**src/rtl/corr_block_sched.sv**
```systemverilog
// Block scheduler for the time-multiplexed correlator: sample tick phase, first-sample clear,
// bank switching at block end and tracking of filled banks awaiting host readback.
module corr_block_sched #(
  parameter int unsigned ACCUM = 24,
  parameter int unsigned TICKS = 4,
  parameter int unsigned BANKS = 16,
  parameter int unsigned BSB   = 4,
  parameter int unsigned TBITS = 2
) (
  input  logic             clk_x,
  input  logic             rst_n,
  input  logic             en_i,
  input  logic [ACCUM-1:0] size_i,
  output logic             go_o,
  output logic [TBITS-1:0] tick_o,
  output logic             clr_o,
  output logic             sw_o,
  output logic [BSB-1:0]   bank_o,
  output logic             avail_o,
  output logic [BSB-1:0]   rd_bank_o,
  input  logic             rd_ack_i,
  output logic             overflow_o
);

  typedef enum logic [1:0] {StIdle, StRun, StStall} state_e;

  localparam logic [TBITS-1:0] TickLast = TBITS'(TICKS - 1);
  localparam logic [BSB:0]     FillFull = (BSB + 1)'(BANKS);

  state_e           r_state;
  logic [ACCUM-1:0] r_size;
  logic [ACCUM-1:0] r_sample;
  logic [BSB:0]     r_fill;
  logic             r_go;
  logic [TBITS-1:0] r_tick;
  logic             r_clr;
  logic             r_sw;
  logic [BSB-1:0]   r_bank;
  logic             r_avail;
  logic [BSB-1:0]   r_rd_bank;
  logic             r_ovf;

  logic         w_tick_last;
  logic         w_blk_end;
  logic         w_ack;
  logic [BSB:0] w_fill_nxt;
  logic         w_full;

  assign w_tick_last = (r_tick == TickLast);
  assign w_blk_end   = (r_state == StRun) && w_tick_last && (r_sample == r_size);
  assign w_ack       = rd_ack_i && (r_fill != '0);
  // An ack on the switching edge cancels the new fill, so the stall test sees the net count.
  assign w_fill_nxt  = r_fill + (BSB + 1)'(w_blk_end) - (BSB + 1)'(w_ack);
  assign w_full      = (w_fill_nxt == FillFull);

  always_ff @(posedge clk_x or negedge rst_n) begin
    if (!rst_n) begin
      r_state   <= StIdle;
      r_size    <= '0;
      r_sample  <= '0;
      r_fill    <= '0;
      r_go      <= 1'b0;
      r_tick    <= '0;
      r_clr     <= 1'b0;
      r_sw      <= 1'b0;
      r_bank    <= '0;
      r_avail   <= 1'b0;
      r_rd_bank <= '0;
      r_ovf     <= 1'b0;
    end else begin
      r_sw    <= 1'b0;
      r_fill  <= w_fill_nxt;
      r_avail <= (w_fill_nxt != '0);
      if (w_ack) begin
        r_rd_bank <= r_rd_bank + 1'b1;
      end
      unique case (r_state)
        StIdle: begin
          if (en_i) begin
            r_state  <= StRun;
            r_size   <= size_i;
            r_sample <= '0;
            r_tick   <= '0;
            r_ovf    <= 1'b0;
            r_go     <= 1'b1;
            r_clr    <= 1'b1;
          end
        end
        StRun: begin
          if (w_blk_end) begin
            r_sw     <= 1'b1;
            r_bank   <= r_bank + 1'b1;
            r_sample <= '0;
            r_size   <= size_i;
            r_tick   <= '0;
            if (w_full) begin
              r_state <= StStall;
              r_ovf   <= 1'b1;
              r_go    <= 1'b0;
              r_clr   <= 1'b0;
            end else if (!en_i) begin
              r_state <= StIdle;
              r_go    <= 1'b0;
              r_clr   <= 1'b0;
            end else begin
              r_clr <= 1'b1;
            end
          end else if (w_tick_last) begin
            r_tick   <= '0;
            r_sample <= r_sample + 1'b1;
            r_clr    <= 1'b0;
          end else begin
            r_tick <= r_tick + 1'b1;
          end
        end
        StStall: begin
          if (w_ack) begin
            if (en_i) begin
              r_state  <= StRun;
              r_size   <= size_i;
              r_sample <= '0;
              r_tick   <= '0;
              r_go     <= 1'b1;
              r_clr    <= 1'b1;
            end else begin
              r_state <= StIdle;
            end
          end
        end
        default: r_state <= StIdle;
      endcase
    end
  end

  assign go_o       = r_go;
  assign tick_o     = r_tick;
  assign clr_o      = r_clr;
  assign sw_o       = r_sw;
  assign bank_o     = r_bank;
  assign avail_o    = r_avail;
  assign rd_bank_o  = r_rd_bank;
  assign overflow_o = r_ovf;

endmodule

```
**config.mk**
```make
export PLATFORM = sky130hd
export DESIGN_NAME = corr_block_sched
export DESIGN_NICKNAME = d
export VERILOG_FILES = /design/src/rtl/corr_block_sched.sv
export SDC_FILE = /design/constraint.sdc
export NUM_CORES = 1
export LEC_CHECK = 0
export BUFFER_PORTS_ARGS = -buffer_cell sky130_fd_sc_hd__buf_4
export CORE_MARGIN = 2
export CORE_UTILIZATION = 60
export CTS_BUF_LIST = sky130_fd_sc_hd__clkbuf_8
export DETAILED_ROUTE_END_ITERATION = 16
export PLACE_DENSITY = 0.84
export SLEW_MARGIN = 20
export SYNTH_ARGS = -nofsm -noshare
export SYNTH_HDL_FRONTEND = slang
export SYNTH_SLANG_ARGS = --single-unit
```
**constraint.sdc**
```tcl
create_clock -name clk_x -period 3.9 [get_ports clk_x]
set_clock_uncertainty 0.15 [all_clocks]
set_input_delay 0.195 -clock clk_x [delete_from_list [all_inputs] [get_ports clk_x]]
set_output_delay 0.195 -clock clk_x [all_outputs]
set_load 0.005 [all_outputs]
```
# Yosys cells after proc, flatten, opt, wreduce, memory -nomap -nowiden

Index checks and enable logic that the tools add are counted.

Output and inout bits: 15
Bits in registers: 70

Add/sub/neg operators: 6
Mux-type cells: 40
Equality and inequality tests: 11
Reductions and logical operators: 15

Operator list:

| cell                    | count |
|---|---|
| $mux W24                | 7 |
| $pmux W24 S3            | 2 |
| $add A24 B1 Y24 const B | 1 |
| $eq A24 B24 Y1          | 1 |
| $mux W2                 | 9 |
| $mux W1                 | 17 |
| $pmux W2 S3             | 2 |
| $reduce_and A4 Y1       | 3 |
| $reduce_bool A5 Y1      | 2 |
| $add A4 B1 Y4 const B   | 2 |
| $ne A2 B2 Y1 const B    | 4 |
| $ne A3 B3 Y1 const B    | 2 |
| $pmux W1 S3             | 2 |
| $reduce_and A3 Y1       | 2 |
| $add A5 B1 Y5           | 1 |
| $eq A5 B5 Y1 const B    | 1 |
| $sub A5 B1 Y5           | 1 |
| $eq A2 B2 Y1 const B    | 2 |
| $reduce_and A2 Y1       | 2 |
| $logic_and A1 B1 Y1     | 3 |
| $reduce_bool A3 Y1      | 1 |
| $add A2 B1 Y2 const B   | 1 |
| $eq A2 B1 Y1 const B    | 1 |
| $logic_not A2 Y1        | 1 |
| 2 further kinds         | 2 |

# Depth between registers and ports, before layout

Depth in word-level cells: 9
Mapped depth: 18
Depth with buffers taken out: 16

# Worst setup path after synthesis

Ideal clock, no wire load.

Path type: register to register
From: register r_state[0]
To: register r_go, in the netlist go_o
Arrival time: 3.063 ns
Cell stages (with the launch flop): 19
Period minus slack after synthesis: 3.346 ns
Data required time: 3.617 ns
Path slack: 0.554 ns
Cell sequence: dfrtp_1 > nor2b_1 > clkbuf_1 > nand2_1 > nor4_1 > and2_1 > clkbuf_1 > inv_1 > ha_1 > inv_1 > ha_1 > inv_1 > fa_1 > inv_1 > a21oi_1 > o21bai_1 > xnor2_1 > nor2b_1 > o211ai_1

Cells in the longest elaborated chain, start to end: 9
Elaborated cells on any way between the ends: 16

Ends and longest elaborated chain:

| element                               | RTL line | source |
|---|---|---|
| start: declaration                    | 30       | `state_e r_state;` |
| start signal: assignment              | 58       | `r_state <= StIdle;` |
| start signal: assignment              | 80       | `r_state <= StRun;` |
| start signal: assignment              | 97       | `r_state <= StStall;` |
| $eq A2 B1 Y1 (*)                      | 50       | `assign w_blk_end = (r_state == StRun) && w_tick_last && (r_sample == r_size);` |
| $logic_and A1 B1 Y1 (*) (2 in series) | 50       |  |
| $add A5 B1 Y5 (*)                     | 53       | `assign w_fill_nxt = r_fill + (BSB + 1)'(w_blk_end) - (BSB + 1)'(w_ack);` |
| $sub A5 B1 Y5 (*)                     | 53       |  |
| named net w_fill_nxt[4]               | 46       | `logic [BSB:0] w_fill_nxt;` |
| $eq A5 B5 Y1 (*)                      | 54       | `assign w_full = (w_fill_nxt == FillFull);` |
| $mux W1                               | 96       | `if (w_full) begin` |
| $mux W1                               | 90       | `if (w_blk_end) begin` |
| $pmux W1 S3                           | 77       | `unique case (r_state)` |
| end signal: assignment                | 62       | `r_go <= 1'b0;` |
| end signal: assignment                | 99       | `r_go <= 1'b0;` |
| end signal: assignment                | 103      | `r_go <= 1'b0;` |
| end: declaration                      | 34       | `logic r_go;` |

Mark *: on every way through the listed nets, which the timed path passes. The rest lies on a longest branch. The select of a mux whose other input is x is not followed.
A chain may end at the register's enable or synchronous reset.

# Final worst setup path

From: register r_fill[2]
To: register r_go, in the netlist go_o

Cells in the longest elaborated chain, start to end: 7
Elaborated cells on any way between the ends: 11

Ends and longest elaborated chain:

| element                  | RTL line | source |
|---|---|---|
| start: declaration       | 33       | `logic [BSB:0] r_fill;` |
| start signal: assignment | 72       | `r_fill <= w_fill_nxt;` |
| $reduce_bool A5 Y1 (*)   | 51       | `assign w_ack = rd_ack_i && (r_fill != '0);` |
| $logic_and A1 B1 Y1 (*)  | 51       |  |
| named net w_ack          | 45       | `logic w_ack;` |
| $sub A5 B1 Y5 (*)        | 53       |  |
| named net w_fill_nxt[4]  | 46       |  |
| $eq A5 B5 Y1 (*)         | 54       |  |
| $mux W1                  | 96       |  |
| $mux W1                  | 90       |  |
| $pmux W1 S3              | 77       |  |

Marks and branches as above.

==> results.yml <==
run_status:
  outcome: "complete, no violations"
final_layout:
  diodes: 0
  layout-drive-gt1-share_pct: 22.2
  final_cell_mix: "70 x dfrtp_1, 45 x buf_4, 39 x xnor2_1"
  syn2layout_area_growth_pct: 24.0
  nets: 439
  regArea_mm2: 0.00175
  final_common_cell: "dfrtp_1"
  num-fill-cells: 374
  multi_input_area_mm2: 0.00168
yosys:
  seq_area_frac_synth_pct: 49.7
  ys_warn_count: 0
  synth_top_area_share_pct: 49.7
  netlist_instances: 327
  yosys_register_bits: 70
  synth.avg_cell_area_um2: 10.8
  netlist_area_mm2: 0.00352
  synthFlopType: "dfrtp_1"
  async_reset_ff_share_pct: 100
  ys_top_cells_by_area: "dfrtp_1 50%, xnor2_1 9.7%, mux2_2 8.0%, nand2_1 4.0%, xor2_1 3.7%"
  syn_nets: 366
  yosys.area.top_type: "dfrtp_1"
  synth_cell_types: 40
  synth_edf_count: 0
sta:
  finalSetupTns_ps: 0
  max-slew-margin-rel_pct: 43.3
  finalCritPeriodShare_pct: 93.2
  report.final.hold_viol_count: 0
  fmax_ghz: 0.275
  tightest_slew_ps: 850
  drv_slew: 0
  finalSetupViolCount: 0
  post-route-min-period_ps: 3640
  rsz0062_at_grt: "false"
clock_network:
  clk-insertion-delay-late_ps: 350
  cts_buffers: 9
  tritoncts: "built"
  cts_max_level: 3
  cts_buffer_depth: 2
  clock-root-buffer: "clkbuf_8"
  clock_sinks: 70
  clk_pin_slew_ps: 80
  post-cts-setup-buffer-count: 0
critical_path:
  r2r-end: "go_o"
  arrival_ps: 3720
  critPathKind: "reg2reg"
  critPathLaunchType: "register"
  reg2reg_from: "r_fill[2]"
  required_ps: 3990
  ff2ff_path_depth: 16
  cp_max_fo: 4
  endpoint_kind: "register"
  r2r_setup_slack_ps: 260
drt:
  via_count: 2709
  drt_pass1_iterations: 4
  wl_per_cell_um: 16.2
  totalWireLength_mm: 7.74
  antenna_left: 0
  vias_per_cell: 5.68
  drc_errors: 0
  drtIter0Drc: 124
floorplanning:
  dieArea_mm2: 0.00650
  die_y_um: 80.6
  num_io_pins: 43
  chipWidth_um: 80.6
  rows: 27
  core_area_mm2: 0.00557
  start_util_pct: 63.2
grt:
  grt_pass1_vias: 2691
  grt-ovfl-total: 0
  grtUsageTotal_pct: 26.7
  antenna_found_initial: 0
  grt_max_degree: 71
  grt_pass1_wl_mm: 12.8
power_and_ir_drop:
  leakage_uw: 0.00201
  cellPowerDensity_mw_per_mm2: 457
  power_uw: 2000
  vdd_drop_max_v: 0.000364
min_path:
  worstHoldStart: "rd_ack_i"
  hold_end: "rd_bank_o[0]"
  whs_path_depth: 3
  worstHoldPathType: "in2reg"
job:
  drv_cap: 0
placement:
  port_buffers: 42
  gp_congestion: 0.921
  dp.final_hpwl_mm: 5.03
critical path, cell delays in order, from the launching register on:
cell and delay (ps):
dfrtp_1 380, inv_1 100, ha_1 160, or4b_2 630, nand2_1 170, inv_1 110
ha_1 290, inv_1 50, ha_1 150, inv_1 50, fa_1 390, inv_1 70
a21oi_1 60, o21bai_1 160, xnor2_1 220, nor2b_2 260, o211ai_1 110
state kept, by name, indices dropped and copies added, names as in the netlist, 2 cells and up:
name,count
r_sample,24
r_size,24
r_fill,5
bank_o,4
rd_bank_o,4
r_state,2
tick_o,2
Yosys cell counts, drive strengths merged (5+ instances only):
library cell and n:
inv 13, nand3 7, xor2 15, nand4 17
nand2 38, mux2 25, o21ai 8, and3 7
a21oi 7, ha 10, nor2 27, xnor2 39
clkbuf 5, dfrtp 70
metrics by stage:
stage	hold WS, ps	setup WS (ps)	util [%]	cells	area, um2
after floorplan	-251	554	-	327	3520
after detailed placement	208	285	69.9	435	3900
after CTS	56.3	189	78.2	477	4360
after global placement	210	412	69.9	435	3900
after global routing	84.8	33.6	78.4	477	4370
final	60.6	263	78.4	477	4370
repair_timing:
| item | in CTS | in global routing |
|---|---|---|
| hold buffers | 26 | 0 |
| gates resized for setup | 0 | 3 |
| setup endpoints to repair | 0 | 3 |
| hold endpoints to repair | 95 | 0 |
power by group:
group          switching [uW]  internal [uW]
clock network             274            325
registers                79.3            811
logic                     261            248
total                     614           1380
routing by layer:
metal  vias to the layer above  track usage (%)  part of all wire [%]
li1                       1265                -                     -
met1                      1326             32.8                    41
met2                        93             45.0                    51
met3                        25             4.72                   5.1
met4                         0             14.1                   3.0
met5                         -                0                     0
how the worst max path moves through the flow:
stage                           start          to  slack [ps]  cells past startpoint
final                       r_fill[2]        go_o         260                     16
after global routing        r_fill[2]       clr_o          30                     16
after CTS                   r_fill[3]  r_state[0]         190                     15
after detailed placement  r_sample[3]  r_state[0]         290                     16
after global placement      r_fill[3]        go_o         410                     16
after floorplan            r_state[0]        go_o         550                     18
cells by family (layout without fill, tap and decap cells):
logic type	after synthesis	after routing	synth area share [%]
AOI/OAI and AO/OA	28	28	5.29
adders and majority gates	11	11	4.12
buffers and inverters	22	100	2.91
and+or+nand+nor	117	117	16.6
DFF	70	70	49.7
muxes	25	25	7.99
xor gates and xnor gates	54	54	13.4
area by class of cell:
class / instances / share of cell area [%]
inverters: 13 / 1.12
clock buffers: 11 / 3.47
repair buffers: 71 / 13.7
multi-input cells: 235 / 38.4
flip-flops and latches: 70 / 40.1
clock inverters: 5 / 1.15
well taps: 72 / 2.06
Power figures use the tool's default switching activity.
